`config.mk`:
```
export PLATFORM = sky130hd
export DESIGN_NAME = e1of2_tx
export DESIGN_NICKNAME = d
export VERILOG_FILES = /design/src/rtl/e1of2_pkg.sv /design/src/rtl/e1of2_sync.sv /design/src/rtl/e1of2_tx.sv
export SDC_FILE = /design/constraint.sdc
export NUM_CORES = 1
export LEC_CHECK = 0
export ABC_AREA = 0
export BUFFER_PORTS_ARGS = -buffer_cell sky130_fd_sc_hd__buf_2
export CORE_MARGIN = 4
export CORE_UTILIZATION = 51
export CTS_CLUSTER_SIZE = 40
export DETAILED_ROUTE_END_ITERATION = 10
export PLACE_DENSITY = 0.9
export RECOVER_POWER = 25
export SLEW_MARGIN = 0
export SYNTH_ARGS = -nofsm -noshare
export SYNTH_HDL_FRONTEND = slang
export SYNTH_SLANG_ARGS = --single-unit
export TNS_END_PERCENT = 50
```
`constraint.sdc`:
```
create_clock -name CLK -period 2.2 [get_ports CLK]
set_input_delay 0.44 -clock CLK [delete_from_list [all_inputs] [get_ports CLK]]
set_output_delay 0.44 -clock CLK [all_outputs]
set_load 0.005 [all_outputs]
```
`src/rtl/e1of2_pkg.sv`:
```
// rtl/e1of2_pkg.sv - shared state type, flit width and dual-rail encoder for the e1of2 transmitter
package e1of2_pkg;

  typedef enum logic [1:0] {
    IDLE = 2'd0,
    DATA = 2'd1,
    RTZ  = 2'd2
  } tx_state_t;

  localparam int E1OF2_FLIT_W = 10;

  // Returns {true rails, false rails}; every pair comes out exactly one-hot.
  function automatic logic [2*E1OF2_FLIT_W-1:0] dr_encode(input logic [E1OF2_FLIT_W-1:0] word);
    return {word, ~word};
  endfunction

endpackage

```
`src/rtl/e1of2_sync.sv`:
```
// rtl/e1of2_sync.sv - N-flop synchronizer, async active-high reset to 0
module e1of2_sync #(
  parameter int N = 2
) (
  input  logic clk_i,
  input  logic rst_i,
  input  logic d_i,
  output logic q_o
);

  logic [N-1:0] sync_q;

  always_ff @(posedge clk_i or posedge rst_i) begin
    if (rst_i) begin
      sync_q <= '0;
    end else begin
      sync_q <= {sync_q[N-2:0], d_i};
    end
  end

  assign q_o = sync_q[N-1];

endmodule

```
`src/rtl/e1of2_tx.sv`:
```
// rtl/e1of2_tx.sv - clocked valid/ready to e1of2 dual-rail four-phase transmitter
// Optional handshake-timeout flag built only with E1OF2_TX_TIMEOUT_EN.
module e1of2_tx
  import e1of2_pkg::*;
#(
  parameter int W           = E1OF2_FLIT_W,
  parameter int SYNC_STAGES = 2,
  parameter int TIMEOUT     = 1023
) (
  input  logic         CLK,
  input  logic         RESET,
  input  logic [W-1:0] in_data,
  input  logic         in_valid,
  output logic         in_ready,
  output logic [W-1:0] out_d0,
  output logic [W-1:0] out_d1,
  input  logic         out_e,
  output logic         tx_err
);

  tx_state_t      state_q, state_d;
  logic [W-1:0]   d0_q, d0_d, d1_q, d1_d;
  logic           e_s;
  logic [2*W-1:0] enc;

  e1of2_sync #(.N(SYNC_STAGES)) u_sync (
    .clk_i (CLK),
    .rst_i (RESET),
    .d_i   (out_e),
    .q_o   (e_s)
  );

  if (W == E1OF2_FLIT_W) begin : g_enc_pkg
    assign enc = dr_encode(in_data);
  end else begin : g_enc_gen
    assign enc = {in_data, ~in_data};
  end

  always_ff @(posedge CLK or posedge RESET) begin
    if (RESET) begin
      state_q <= IDLE;
      d0_q    <= '0;
      d1_q    <= '0;
    end else begin
      state_q <= state_d;
      d0_q    <= d0_d;
      d1_q    <= d1_d;
    end
  end

  // Rails default to null; only an accept loads them and only DATA holds them.
  always_comb begin
    state_d  = state_q;
    d0_d     = '0;
    d1_d     = '0;
    in_ready = 1'b0;
    unique case (state_q)
      IDLE: begin
        in_ready = e_s;
        if (in_valid && e_s) begin
          state_d      = DATA;
          {d1_d, d0_d} = enc;
        end
      end
      DATA: begin
        if (e_s) begin
          d0_d = d0_q;
          d1_d = d1_q;
        end else begin
          state_d = RTZ;
        end
      end
      RTZ: begin
        if (e_s) state_d = IDLE;
      end
      default: state_d = IDLE;
    endcase
  end

  assign out_d0 = d0_q;
  assign out_d1 = d1_q;

`ifdef E1OF2_TX_TIMEOUT_EN
  localparam int            CW    = $clog2(TIMEOUT + 1);
  localparam logic [CW-1:0] T_MAX = CW'(TIMEOUT);

  logic [CW-1:0] cnt_q, cnt_d;
  logic          err_q, err_d;

  always_comb begin
    cnt_d = cnt_q;
    err_d = err_q;
    if (state_q == IDLE && state_d == DATA) begin
      cnt_d = '0;
    end else if (state_q == DATA && cnt_q != T_MAX) begin
      cnt_d = cnt_q + 1'b1;
    end
    if (state_q == DATA && cnt_d == T_MAX) err_d = 1'b1;
  end

  always_ff @(posedge CLK or posedge RESET) begin
    if (RESET) begin
      cnt_q <= '0;
      err_q <= 1'b0;
    end else begin
      cnt_q <= cnt_d;
      err_q <= err_d;
    end
  end

  assign tx_err = err_q;
`else
  // Constant 0: TIMEOUT only sizes the counter of the timeout build.
  assign tx_err = (TIMEOUT < 0);
`endif

endmodule

```
==> impl_results.rst <==
.. list-table::
   :header-rows: 1

   * - Metric
     - Value
   * - CP peak stage delay
     - 0.72 ns
   * - CTS tree
     - built
   * - HPWL reported at the end of detailed placement
     - 1480 um
   * - Simple-gate area share of the yosys netlist
     - 0.252
   * - Latest clock arrival within the worst-skew pair
     - 0.30 ns
   * - Leakage power total
     - 0.609 nW
   * - Max FO, Critical Path
     - 24
   * - Drt first pass iters
     - 4
   * - Main combinational cell family by area after synthesis
     - simple AND/OR/NAND/NOR gates
   * - FF-to-FF path depth
     - 3
   * - Proportion of netlist area held by the largest area contributor
     - 0.585
   * - Antenna cell count
     - 0
   * - DRT Wirelength
     - 2000 um
   * - Hold Crit Depth
     - 1
   * - Antenna violations before repair
     - 0
   * - Largest buffer count on any clock path
     - 2
   * - Final routed DRC violation total
     - 0
   * - Clock tree sinks
     - 24
   * - Final Cycle Share
     - 0.789
   * - Net Count, Synth
     - 115
   * - Number of standard-cell rows in the floorplan
     - 15
   * - Crit-path cells
     - nor2_1 -> buf_2
   * - Max Clock Skew
     - 0.00125 ns
   * - Remaining max-slew budget at the tightest pin
     - 0.171
   * - Outcome
     - complete, no violations
   * - RSZ-0062 raised after global routing
     - no
   * - Syn avg cell area
     - 10.2 um2
   * - Number of nets with antenna violations after routing
     - 0
   * - Setup slack of the critical path after layout
     - 0.465 ns
   * - Synth top area cells
     - dfrtp_1, a21oi_1, nand2_1
   * - Cell taking the most area after synthesis
     - dfrtp_1
   * - Maximum number of pins on one net before global-route repair
     - 25
   * - Tmin final
     - 1.73 ns
   * - Worst Max-Slew Pin Slew
     - 1.24 ns
   * - Xor/xnor share of the synthesized area
     - 0.00853
   * - CTS Root Cell
     - clkbuf_4
   * - Die height
     - 52.9 um
   * - Type of destination of the critical path
     - primary output
   * - Setup violators final
     - 0
   * - Placed instance count
     - 154
   * - Area inside the core boundary
     - 1820 um2
   * - Arrival time of the worst setup path
     - 1.29 ns
   * - Number of DRC markers after the initial detailed-route iteration
     - 30
   * - Worst setup slack after placement
     - 0.700 ns
   * - Global-route total usage across every layer
     - 0.162
   * - Vias in the first global route
     - 740
   * - Post-detailed-route via-to-cell ratio
     - 5.25
   * - Synth Area in Adders
     - 0
   * - Highest attainable clock frequency
     - 576 MHz
   * - Total number of vias
     - 824
   * - Reg-to-Reg Start
     - state_q[0]$_DFFE_PP0P_
   * - Number of setup buffers added after CTS
     - 0
   * - Cts repair resizes
     - 0
   * - Data required time of the worst path
     - 1.76 ns
   * - Max-slew violations
     - 0
   * - First-pass GRT wire length
     - 3250 um
   * - Overall overflow remaining after global route
     - 0
   * - Buffers on Ports
     - 34
   * - Cell Pwr Density
     - 656 nW/um2
   * - Kind of start point of the critical path
     - register
   * - Cell with the biggest individual delay on the critical path
     - dfrtp_1
   * - Top-level port count
     - 36
   * - Width of the die
     - 52.9 um
   * - Share of the synthesized area in compound gates (AO/OA/AOI/OAI)
     - 0.0974
   * - Worst-case hold path end point
     - u_sync.sync_q[0]$_DFF_PP0_
   * - Post-synthesis mux area share
     - 0
   * - Final nets
     - 148
   * - Tightest hold margin
     - 0.231 ns
   * - Max H-tree Level
     - 1
   * - Wire per inst
     - 12.7 um
   * - Area of the die
     - 2800 um2
   * - Share of final-layout standard cells stronger than drive strength 1
     - 0.311
   * - Setup Crit Path Kind
     - register to primary output
   * - Worst min-delay path startpoint
     - out_e
   * - Count of synthesis-stage warnings from yosys
     - 0
   * - Setup TNS Final
     - 0 ns
   * - Part of the Yosys area used for sequential elements
     - 0.585
   * - Layout overhead on the synthesized area
     - 18.6%
   * - Number of clock buffers inserted by TritonCTS
     - 3
   * - Library cells used by synthesis
     - 15
   * - Capture point of the worst reg-to-reg path
     - out_d0[7]$_DFFE_PP0P_
   * - GP Congestion
     - 0.738
   * - Worst supply voltage drop on vdd
     - 0.426 mV
   * - Netlist area before placement
     - 1030 um2
   * - Number of cells in the finished layout apart from fillers
     - 157
   * - Clock-pin slew on the worst setup and hold paths
     - 0.12 ns
   * - Number of instances in the synthesized netlist
     - 101
   * - Hold violation total from the final report
     - 0
   * - Initial Utilization
     - 0.564
   * - Number of buffers inserted by hold repair at cts
     - 0
   * - Hold Path Class
     - input pin to register
   * - Max-cap viol count
     - 0
   * - Flip-flop and latch count after synthesis
     - 24
   * - R2R setup slack
     - 0.69 ns
-- metal layers --
layer  GRT usage  share of wire  vias up
met1       0.192           0.44      385
met3      0.0394          0.082        4
met2       0.267           0.46       36
met5           0              0        -
li1            -              -      399
met4      0.0894          0.015        0
-- cells in the mapped netlist --
library cell  count
xnor2_1           1
dfrtp_1          24
nand2b_1          1
nand2_1          20
buf_2             5
nor2_1            4
inv_1             1
or3b_1            8
conb_1            1
clkbuf_1          2
a21oi_1          20
nand3b_1         10
or3b_2            2
buf_4             1
buf_6             1
-- worst max-delay path, delay by kind of cell (launching register included) --
kind / cells / cell delay [ns]
flip-flops: 1 / 0.72
AND/OR/NAND/NOR: 1 / 0.11
buffers and inverters: 1 / 0.15
-- metrics by stage --
stage                      util  area (um2)  total power [mW]
after floorplan               -        1030             0.579
after global placement    0.659        1200             0.622
after detailed placement  0.659        1200             0.627
after CTS                 0.671        1220             0.810
after global routing      0.669        1220             0.853
final                     0.669        1220             0.800
-- how the worst max path moves through the flow --
stage	start	depth (start not counted)	slack (ns)	to
finish	state_q[0]$_DFFE_PP0P_	2	0.47	in_ready
global route	state_q[0]$_DFFE_PP0P_	2	0.34	in_ready
CTS	state_q[0]$_DFFE_PP0P_	2	0.44	in_ready
detailed placement	state_q[0]$_DFFE_PP0P_	3	0.70	out_d0[7]$_DFFE_PP0P_
global placement	state_q[0]$_DFFE_PP0P_	3	0.77	out_d0[3]$_DFFE_PP0P_
floorplan	state_q[1]$_DFFE_PP0P_	3	0.91	in_ready
-- sequential cells by signal, indices dropped and copies added, names as in the netlist --
name and cells:
out_d0 10, out_d1 10, state_q 2, u_sync.sync_q 2
-- placed cells by master (no fill, tap or decap), types with 2 or more instances in the layout --
master / n
nand2_1: 20
dfrtp_1: 24
nand3b_1: 10
buf_2: 34
clkbuf_4: 3
nor2_1: 4
or3b_2: 2
or3b_1: 8
buf_4: 2
a21oi_1: 20
-- cells by family after synthesis --
| kind of cell | after synthesis |
|---|---|
| AND/OR/NAND/NOR | 45 |
| flip-flops | 24 |
| AO/OA/AOI/OAI | 20 |
| buffers and inverters | 10 |
| XOR/XNOR | 1 |
| other | 1 |
-- power breakdown --
group	internal (mW)	leakage [nW]	switching, mW	total (mW)
Combinational	0.0590	0.274	0.0681	0.127
Clock	0.0640	0.0138	0.119	0.183
Sequential	0.467	0.322	0.0220	0.489
Total	0.590	0.609	0.209	0.800
-- area by class of cell --
| type | instances | area, um2 |
|---|---|---|
| Multi-Input combinational cell | 67 | 372 |
| Timing Repair Buffer | 37 | 189 |
| Inverter | 1 | 3.75 |
| Clock buffer | 3 | 22.5 |
| Fill cell | 152 | 602 |
| Tap cell | 25 | 31.3 |
| Sequential cell | 24 | 601 |
Note: power is estimated with default switching activity, not from simulation.
